File: src/rtl/pong_pkg.sv
// rtl/pong_pkg.sv - shared Pong scoring types and constants
package pong_pkg;

  typedef enum logic [1:0] {
    IDLE = 2'd0,
    PLAY = 2'd1,
    HOLD = 2'd2,
    OVER = 2'd3
  } state_t;

  localparam int SCORE_W   = 4;
  localparam int MAX_SCORE = 10;

endpackage

File: src/rtl/hold_timer.sv
// rtl/hold_timer.sv - loadable down-counter, done while the count sits at zero
module hold_timer #(
  parameter int WIDTH = 8
) (
  input  logic             clock,
  input  logic             reset,
  input  logic             load,
  input  logic [WIDTH-1:0] load_value,
  output logic             done
);

  logic [WIDTH-1:0] count;

  always_ff @(posedge clock or posedge reset) begin
    if (reset) begin
      count <= '0;
    end else if (load) begin
      count <= load_value;
    end else if (count != '0) begin
      count <= count - WIDTH'(1);
    end
  end

  assign done = (count == '0);

endmodule

File: src/rtl/score_keeper.sv
// rtl/score_keeper.sv - two-player Pong score FSM (IDLE/PLAY/HOLD/OVER)
// SCORE_KEEPER_AUTO_RESTART_EN: leave OVER automatically after RESTART_CYCLES
module score_keeper
  import pong_pkg::*;
#(
  parameter int WIN_SCORE      = 10,
  parameter int HOLD_CYCLES    = 50_000_000,
  parameter int RESTART_CYCLES = 150_000_000
) (
  input  logic         clock,
  input  logic         reset,
  input  logic         start,
  input  logic         pointP1,
  input  logic         pointP2,
  output logic [3:0]   score1,
  output logic [3:0]   score2,
  output logic         ballEnable,
  output logic         gameOver,
  output logic         winner
);

  // The timer only has to span the restart pause when that feature exists.
`ifdef SCORE_KEEPER_AUTO_RESTART_EN
  localparam int MAX_CYC = (RESTART_CYCLES > HOLD_CYCLES) ? RESTART_CYCLES : HOLD_CYCLES;
`else
  localparam int MAX_CYC = HOLD_CYCLES;
`endif
  localparam int TW = (MAX_CYC > 1) ? $clog2(MAX_CYC) : 1;
  localparam logic [TW-1:0] HOLD_LOAD = TW'(HOLD_CYCLES - 1);
`ifdef SCORE_KEEPER_AUTO_RESTART_EN
  localparam logic [TW-1:0] RESTART_LOAD = TW'(RESTART_CYCLES - 1);
`endif
  localparam logic [SCORE_W-1:0] WIN = SCORE_W'(WIN_SCORE);

  state_t             state, state_n;
  logic [SCORE_W-1:0] s1_q, s2_q, s1_n, s2_n;
  logic               win_q, win_n;
  logic               p1_q, p2_q;
  logic               ev1, ev2;
  logic               tmr_load, tmr_done;
  logic [TW-1:0]      tmr_value;

  assign ev1 = pointP1 & ~p1_q;
  assign ev2 = pointP2 & ~p2_q;

  hold_timer #(.WIDTH(TW)) u_timer (
    .clock      (clock),
    .reset      (reset),
    .load       (tmr_load),
    .load_value (tmr_value),
    .done       (tmr_done)
  );

  always_ff @(posedge clock or posedge reset) begin
    if (reset) begin
      state <= IDLE;
      s1_q  <= '0;
      s2_q  <= '0;
      win_q <= 1'b0;
      p1_q  <= 1'b0;
      p2_q  <= 1'b0;
    end else begin
      state <= state_n;
      s1_q  <= s1_n;
      s2_q  <= s2_n;
      win_q <= win_n;
      p1_q  <= pointP1;
      p2_q  <= pointP2;
    end
  end

  always_comb begin
    state_n   = state;
    s1_n      = s1_q;
    s2_n      = s2_q;
    win_n     = win_q;
    tmr_load  = 1'b0;
    tmr_value = HOLD_LOAD;
    case (state)
      IDLE: begin
        if (start) begin
          state_n = PLAY;
          s1_n    = '0;
          s2_n    = '0;
          win_n   = 1'b0;
        end
      end
      PLAY: begin
        // Simultaneous points cancel out; only a lone event scores.
        if (ev1 ^ ev2) begin
          if (ev1 && s1_q < WIN) s1_n = s1_q + SCORE_W'(1);
          if (ev2 && s2_q < WIN) s2_n = s2_q + SCORE_W'(1);
          tmr_load = 1'b1;
          if ((ev1 && s1_n == WIN) || (ev2 && s2_n == WIN)) begin
            state_n = OVER;
            win_n   = ev2;
`ifdef SCORE_KEEPER_AUTO_RESTART_EN
            tmr_value = RESTART_LOAD;
`endif
          end else begin
            state_n = HOLD;
          end
        end
      end
      HOLD: begin
        if (tmr_done) state_n = PLAY;
      end
      OVER: begin
`ifdef SCORE_KEEPER_AUTO_RESTART_EN
        if (start || tmr_done) begin
`else
        if (start) begin
`endif
          state_n = IDLE;
          s1_n    = '0;
          s2_n    = '0;
          win_n   = 1'b0;
        end
      end
      default: state_n = IDLE;
    endcase
  end

  assign score1     = s1_q;
  assign score2     = s2_q;
  assign ballEnable = (state == PLAY);
  assign gameOver   = (state == OVER);
  assign winner     = win_q;

endmodule

File: config.mk
export PLATFORM = sky130hd
export DESIGN_NAME = score_keeper
export DESIGN_NICKNAME = d
export VERILOG_FILES = /design/src/rtl/pong_pkg.sv /design/src/rtl/hold_timer.sv /design/src/rtl/score_keeper.sv
export SDC_FILE = /design/constraint.sdc
export NUM_CORES = 1
export LEC_CHECK = 0
export ABC_AREA = 1
export CORE_UTILIZATION = 35
export DETAILED_ROUTE_END_ITERATION = 10
export GPL_TIMING_DRIVEN = 0
export PLACE_DENSITY = 0.6
export SLEW_MARGIN = 10
export SYNTH_ARGS = -nofsm -noshare
export SYNTH_HDL_FRONTEND = slang
export SYNTH_HIERARCHICAL = 1
export SYNTH_SLANG_ARGS = --single-unit
File: constraint.sdc
create_clock -name clock -period 4.75 [get_ports clock]
set_clock_uncertainty 0.05 [all_clocks]
set_input_delay 1.1875 -clock clock [delete_from_list [all_inputs] [get_ports clock]]
set_output_delay 1.1875 -clock clock [all_outputs]
set_load 0.005 [all_outputs]
==> run metrics <==
outcome=completed; Slew @ Worst Pin=1.082 ns; min-delay worst type=flip-flop to flip-flop; row count=32; FILL cells=813; Setup WS post-layout=1.837 ns; Mapped Cells=a little over 400; core area=0.007767 mm²; number of I/O port buffers=15; Post-synth top flop=dfrtp_1; first-pass GRT wire length=around 12000 µm; fin nets=464; number of setup buffers added after CTS=0; Slew headroom=between 20% and 30%; total grt overflow=0; part of the power in registers=34.4%; total power=~1.8 mW; final critical-path share of the clock period=61.32%; RSZ-0062 raised after global routing=false; sequential element share of the synthesized area=34.51%; Async SR Flop Fraction=100.0%; Setup Viol. Count Final=0; share of cells above drive strength 1=11.04%; most common cell after layout, fill and taps aside=nand2_1; Post-DP Area=0.003196 mm²; DRT iter0 DRCs=~170; Hold Violations, Final=0; final instance area=0.003294 mm²; Switching Power=slightly above 0.8 mW; GRT Overall Usage=17.01%; Die Height=91.89 µm; crit path max fanout=10; hold_ws=0.4506 ns; largest net degree at the start of global routing=27; power share of the clock group=14.4%; placed cell count=547; critical path launch point type=input port; antenna viol nets, final=0; P_int=just over 0.9 mW; # diodes=0; initial antenna violation count=0; Period minus WS final=2.913 ns; WP data arrival=3.09 ns; Max Freq=~340 MHz; Worst Setup End Kind=flip-flop; Clock Path Buffers=2; fin cells=555; mapped cell area=0.002828 mm²; Switching Fraction=~47%; Post-synth EDFFs=0; worst skew pair latency=approximately 0.3 ns; die width=just over 90 µm; worst slack at placement=1.508 ns; placer congestion estimate=0.8308; #FFs+latches synth=39; via count=~2500; Final TNS setup=0 ns; TritonCTS clock tree=yes; via/cell ratio=between 4 and 5; clk slew on worst S/H paths=about 0.090 ns; die area=0.008443 mm²; Pleak=1.647 nW; hpwl dp=4685 µm; CTS sink cnt=39; hold buffers post-CTS=0; Avg WL per Cell=around 12 µm; drt total wl=6407 µm; Core Util, Final=42.41%; critical path class=input port to flip-flop; Ports=16; Final Max Slew Viols=0; Max Cap Violations=0; initial core utilization=a little over a third; total CTS buffers=5; post_cts resized=0; Comb pwr share=51.2%; worst vdd ir=0.0002045 V; drc violations=0; Layout Area Growth over Synthesis=16.50%; pwr/cell area=around 530 mW/mm²; Worst EP required=a little under 5 ns; H-tree depth=2; synth warn=6; Post-Syn Area per Cell=between 6 and 7 µm²; CTS root buffer=clkbuf_8; post-synthesis cell type count=40; most frequent cells in the layout=nand2_1 (127), inv_1 (53), nand3_1 (47), nor2_1 (41), dfrtp_1 (39); DRT Pass-1 Iters=4; number of global-route vias before repair=between 2000 and 2500
synth_stat cells, drive strengths merged (5+ instances only):
cell type  count  area, µm²
inv           55      209.0
o21ai         16      87.59
nand2        134      535.5
nand4          7      43.79
nor2          54      284.0
xor2           6      52.55
ha             7      87.58
o22ai          5      31.28
a21oi         12      93.84
nand3         49      262.8
dfrtp         39      975.9
power by group through the flow:
| stage | Sequential, mW | Clock (mW) | Combinational (mW) |
|---|---|---|---|
| after floorplan | 0.573 | 0 | 0.703 |
| after global placement | 0.606 | 0 | 0.874 |
| after detailed placement | 0.605 | 0 | 0.901 |
| after CTS | 0.603 | 0.262 | 0.904 |
| after global routing | 0.627 | 0.273 | 1.05 |
| final | 0.603 | 0.252 | 0.897 |
worst max-delay path, stage by stage:
cell and delay (ns):
clkdlybuf4s50_1 0.47, inv_1 0.06, nor2_4 0.19, xnor2_2 0.18
nor2_4 0.11, inv_1 0.16, clkbuf_1 0.41, nand3_1 0.17
a21oi_2 0.15
per-layer routing:
| layer | part of all wire (%) | up-vias | GRT usage, % | routed length, µm |
|---|---|---|---|---|
| li1 | - | 1343 | - | - |
| met1 | 48 | 1144 | 22.82 | 3100 |
| met2 | 48 | 36 | 28.42 | 3060 |
| met3 | 2.8 | 8 | 2.736 | 182 |
| met4 | 1.0 | 0 | 4.427 | 65 |
| met5 | 0 | - | 0 | 0 |
registers in the layout (all words and copies together) (netlist names):
| signal | count |
|---|---|
| score2 | 4 |
| state | 2 |
| score1 | 4 |
| u_timer/count | 26 |
| winner | 1 |
| p2_q | 1 |
| p1_q | 1 |
final cells by class:
type | count | area [µm²] | area share, %
clock inverter | 2 | 16.27 | 0.4937
inverter | 56 | 214.0 | 6.494
clock buffer | 6 | 82.58 | 2.507
multi-input combinational | 327 | 1677 | 50.89
tap | 102 | 127.6 | 3.874
buffer | 8 | 51.30 | 1.557
sequential | 39 | 975.9 | 29.62
timing repair buffer | 15 | 150.1 | 4.558
worst paths after layout:
kind | cells after the start | to | startpoint | slack [ns]
max in group asynchronous | 2 | u_timer/count[14]$_DFFE_PP0P_ | reset | 2.56
worst max-delay path | 9 | u_timer/count[14]$_DFFE_PP0P_ | pointP1 | 1.84
worst max register to register | 12 | state[0]$_DFFE_PP0P_ | u_timer/count[0]$_DFFE_PP0P_ | 2.47
min in group asynchronous | 2 | state[1]$_DFFE_PP0P_ | reset | 1.19
worst min register to register | 2 | winner$_DFFE_PP0P_ | winner$_DFFE_PP0P_ | 0.45
worst min-delay path | 2 | winner$_DFFE_PP0P_ | winner$_DFFE_PP0P_ | 0.45
logic make-up after synthesis:
group,count (synthesis),synth area share (%)
AND/OR/NAND/NOR,248,40.80
flip-flops,39,34.51
XOR/XNOR,8,2.744
AO/OA/AOI/OAI,38,9.204
other,2,0.2656
buffers and inverters,64,9.380
adder cells (fa/ha/maj),7,3.097
No activity file was read; power rests on OpenSTA's default activity.
